==> src/rtl/lifo_stack.sv <==
// Parameterised register-array LIFO with show-ahead top-of-stack output,
// occupancy count, level flags and sticky overflow/underflow error flags.
module lifo_stack #(
  parameter int DATA_WIDTH = 8,
  parameter int LIFO_DEPTH = 8,
  parameter int AF_LEVEL   = LIFO_DEPTH - 1,
  parameter int AE_LEVEL   = 1,
  localparam int CW        = $clog2(LIFO_DEPTH + 1)
) (
  input  logic                  clk,
  input  logic                  syn_rst,
  input  logic                  push,
  input  logic                  pop,
  input  logic                  clear,
  input  logic [DATA_WIDTH-1:0] data_in,
  output logic [DATA_WIDTH-1:0] data_out,
  output logic [CW-1:0]         count,
  output logic                  full,
  output logic                  empty,
  output logic                  almost_full,
  output logic                  almost_empty,
  output logic                  overflow,
  output logic                  underflow
);

  localparam int AW = $clog2(LIFO_DEPTH);
  localparam logic [CW-1:0] DEPTH_C = CW'(LIFO_DEPTH);
  localparam logic [CW-1:0] AF_C    = CW'(AF_LEVEL);
  localparam logic [CW-1:0] AE_C    = CW'(AE_LEVEL);

  if (LIFO_DEPTH < 2) begin : g_bad_depth
    $error("lifo_stack: LIFO_DEPTH must be at least 2");
  end
  if (AF_LEVEL > LIFO_DEPTH || AE_LEVEL > LIFO_DEPTH) begin : g_bad_levels
    $error("lifo_stack: AF_LEVEL and AE_LEVEL must not exceed LIFO_DEPTH");
  end

  logic [DATA_WIDTH-1:0] mem_q [LIFO_DEPTH];
  logic [DATA_WIDTH-1:0] mem_d [LIFO_DEPTH];
  logic [CW-1:0]         count_q, count_d;
  logic                  overflow_q, overflow_d;
  logic                  underflow_q, underflow_d;
  logic [AW-1:0]         top_idx;
  logic [AW-1:0]         wr_idx;

  assign full         = (count_q == DEPTH_C);
  assign empty        = (count_q == '0);
  assign almost_full  = (count_q >= AF_C);
  assign almost_empty = (count_q <= AE_C);
  assign count        = count_q;
  assign overflow     = overflow_q;
  assign underflow    = underflow_q;

  // Indices are only meaningful when the guarding empty/full flag allows it.
  assign top_idx  = empty ? '0 : AW'(count_q - 1'b1);
  assign wr_idx   = full  ? '0 : AW'(count_q);
  assign data_out = empty ? '0 : mem_q[top_idx];

  always_comb begin
    mem_d       = mem_q;
    count_d     = count_q;
    overflow_d  = overflow_q;
    underflow_d = underflow_q;
    if (clear) begin
      count_d     = '0;
      overflow_d  = 1'b0;
      underflow_d = 1'b0;
    end else if (push && pop) begin
      if (empty) begin
        mem_d[0]    = data_in;
        count_d     = CW'(1);
        underflow_d = 1'b1;
      end else begin
        mem_d[top_idx] = data_in;
      end
    end else if (push) begin
      if (full) begin
        overflow_d = 1'b1;
      end else begin
        mem_d[wr_idx] = data_in;
        count_d       = count_q + 1'b1;
      end
    end else if (pop) begin
      if (empty) begin
        underflow_d = 1'b1;
      end else begin
        count_d = count_q - 1'b1;
      end
    end
  end

  always_ff @(posedge clk) begin
    if (syn_rst) begin
      count_q     <= '0;
      overflow_q  <= 1'b0;
      underflow_q <= 1'b0;
    end else begin
      count_q     <= count_d;
      overflow_q  <= overflow_d;
      underflow_q <= underflow_d;
    end
  end

  // Array is never reset; reset only blocks any write pending in that cycle.
  always_ff @(posedge clk) begin
    if (!syn_rst) begin
      mem_q <= mem_d;
    end
  end

endmodule

==> config.mk <==
export PLATFORM = sky130hd
export DESIGN_NAME = lifo_stack
export DESIGN_NICKNAME = d
export VERILOG_FILES = /design/src/rtl/lifo_stack.sv
export SDC_FILE = /design/constraint.sdc
export NUM_CORES = 1
export LEC_CHECK = 0
export CAP_MARGIN = 20
export CORE_MARGIN = 4
export CORE_UTILIZATION = 43
export DETAILED_ROUTE_END_ITERATION = 12
export DONT_BUFFER_PORTS = 1
export PLACE_DENSITY = 0.68
export SYNTH_ARGS = -nofsm -noshare
export SYNTH_HDL_FRONTEND = slang
export SYNTH_SLANG_ARGS = --single-unit
==> constraint.sdc <==
create_clock -name clk -period 7.9 [get_ports clk]
set_clock_uncertainty 0.1 [all_clocks]
set_input_delay 1.185 -clock clk [delete_from_list [all_inputs] [get_ports clk]]
set_output_delay 1.185 -clock clk [all_outputs]
set_load 0.005 [all_outputs]
==> reports/qor.txt <==
fraction of registers with async set/reset: 0
Reg2Reg Setup Slack: 3.76 ns
most numerous cell in the Yosys netlist: edfxtp_1
adder-cell area share of the yosys netlist: 0.00985
routed vias/inst: 6.06
Final Power: 0.000810 W
#FFs+latches synth: 70
# placed instances: 432
area of the mapped netlist: 3810 sq um
main combinational cell family by area after synthesis: simple AND/OR/NAND/NOR gates
largest cells by area after synthesis: edfxtp_1, nor2b_1, and2_1, mux2i_1, dfxtp_1
Synth cell types: 58
Overall Global Routing Usage: 0.190
CP Capture Type: primary output
Mean Syn Cell Area: 11.3 sq um
Worst EP required: 6.61 ns
Num CTS Buffers: 9
via count: 2,719
die area: 10,400 sq um
core area: 8680 sq um
H-tree levels: 3
setup repair bufs after CTS: 0
CP delay by family, top: buffers and inverters
clk_lat worst skew: 0.36 ns
top_reg_cell synth: edfxtp_1
Max FO, Critical Path: 44
port bufs: 0
n_diodes: 0
Max-cap violations: 0
IO Count: 31
multi-input combinational cell area: 1630 sq um
area share of and/or/nand/nor cells after synthesis: 0.212
CTS tree: yes
total congestion overflow: 0
actual slew at the worst max-slew pin: 1.05 ns
Seq/Total Area, Yosys: 0.536
critical path data arrival time: 3.70 ns
Comb power frac: 0.152
Max Used Layer: met4
area growth from synthesis to layout: 7.55%
Initial DRT Pass Iterations: 5
final setup fails: 0
pwr dens: 198 nW/um^2
Storage cell area: 2040 sq um
routed length on met3: 926 um
post_cts resized: 0
Reg clk slew, reported paths: 0.08 ns
Syn Nets: 354
setup TNS: 0 ns
Hold WS: 0.428 ns
outcome: finished, final reports clean
Final Max Tran Viols: 0
Leak Pwr: 1.41 nW
Switching Power: 0.000239 W
Compound-Gate Fraction of Synth Area: 0.163
first-pass GRT wire length: 14,600 um
top cell type's share of synthesized area: 0.504
Num Clock Sinks: 70
Post-Syn Instances: 338
Critical Path Start Type: flip-flop
Clk pwr share: 0.342
drt drc: 0
RSZ-0062 raised after global routing: no
number of antenna violations at the first check in global routing: 0
Starting Density: 0.439
maximum vdd drop: 102 uV
Int Pwr: 0.000571 W
mux contribution to synthesized area: 0.0368
crit path max-delay cell type: ha_1
Initial DRC Count: 225
final wirelength: 9570 um
GPL Wtd Cong: 0.891
placement row count: 34
worst path buffer plus inverter count: 3
fin crit share: 0.631
critical path cell sequence: buf_4 > inv_1 > ha_1 > or3b_1 > clkinv_4 > nor2_2 > a211oi_1 > a2111oi_1
fillers: 799
Non-Filler Instances: 449
number of global-route vias before repair: 2,683
minimum clock period after layout: 4.98 ns
layout net count: 352
Antenna Violating Nets Remaining: 0
yosys warns: 0
peak per-stage delay on the critical path: 0.55 ns
Post-synth EDFFs: 64
Max-slew headroom: 0.300
Hold Crit Class: flip-flop to flip-flop
final hold vios: 0
Hold Buf Count CTS: 0
met2 routed wirelength: 4560 um
Yosys top cell by area: edfxtp_1
commonest cells in the synthesized netlist: edfxtp_1, nor2b_1, and2_1
Seq pwr share: 0.506
Detail Placement HPWL: 6600 um
critical path class: flip-flop to primary output
clk root buf: clkbuf_8
maximum buffer depth of the clock tree: 2
switching power share of the total: 0.295
met1 wire length: 3800 um
largest net degree at the start of global routing: 45
chip width: 102 um
Wirelength per Cell: 21.3 um
layout cells sized above 1: 0.0909
Die Ht: 102 um
Max Fclk: 0.201 GHz
Post-Synth XOR/XNOR Area: 0.00460
==> through the flow <==
stage / cell area, sq um / setup slack [ns] / util
2_1_floorplan: 3810 / 4.23 / -
3_3_place_gp: 3890 / 3.42 / 0.448
3_5_place_dp: 3890 / 3.32 / 0.448
4_1_cts: 4070 / 2.92 / 0.469
5_1_grt: 4100 / 2.62 / 0.472
6_report: 4100 / 2.92 / 0.472
==> layer usage <==
layer / track usage / up-vias
met5: 0 / -
met4: 0.0777 / 0
met3: 0.0635 / 24
met2: 0.312 / 133
met1: 0.230 / 1304
li1: - / 1258
==> registers in the layout, summed over array words and instances, names as in the netlist <==
name	flops
underflow	1
mem_q	64
count	4
overflow	1
==> worst paths after layout <==
check / startpoint / end / depth (start not counted)
max: count[0] / data_out[2] / 8
min: overflow / overflow / 2
max reg2reg: count[0] / mem_q[44] / 7
min reg2reg: overflow / overflow / 2
==> power groups by stage <==
stage / clock network [W] / logic [W] / registers (W)
floorplan: 0 / 0.0000953 / 0.000416
global placement: 0 / 0.000114 / 0.000418
detailed placement: 0 / 0.000117 / 0.000418
finish: 0.000277 / 0.000123 / 0.000410
CTS: 0.000280 / 0.000117 / 0.000410
global route: 0.000299 / 0.000134 / 0.000410
==> cell families after synthesis <==
group | Yosys count
XOR/XNOR | 2
AND/OR/NAND/NOR | 141
AO/OA/AOI/OAI | 77
buffers and inverters | 31
adder cells (fa/ha/maj) | 3
flip-flops | 70
multiplexers | 14
==> layout make-up <==
type,instances,share of cell area
well taps,108,0.0330
clock buffers,9,0.0302
multi-input cells,237,0.397
flip-flops and latches,70,0.498
clock inverters,7,0.0150
repair buffers,5,0.0140
inverters,13,0.0131
==> cells in the final DEF (no fill, tap or decap), types with 5 or more instances in the layout <==
| cell | n |
|---|---|
| a211oi_1 | 6 |
| a221oi_1 | 5 |
| clkbuf_8 | 9 |
| nor3_1 | 8 |
| nor2b_1 | 45 |
| and2_1 | 37 |
| nand2_1 | 12 |
| nor2_1 | 19 |
| edfxtp_1 | 64 |
| a21oi_1 | 6 |
| mux2i_1 | 14 |
| nand2b_1 | 5 |
| o21ai_0 | 9 |
| dfxtp_1 | 6 |
| a22oi_1 | 5 |
| inv_1 | 12 |
==> worst register-to-register path: cells and delay by family (launching register included) <==
family / cells / cell delay (ns)
AO/OA/AOI/OAI: 1 / 0.80
adder cells (fa/ha/maj): 1 / 0.71
buffers and inverters: 2 / 0.66
XOR/XNOR: 1 / 0.62
AND/OR/NAND/NOR: 2 / 0.59
flip-flops: 1 / 0.30
(Power assumes the default switching activity.)
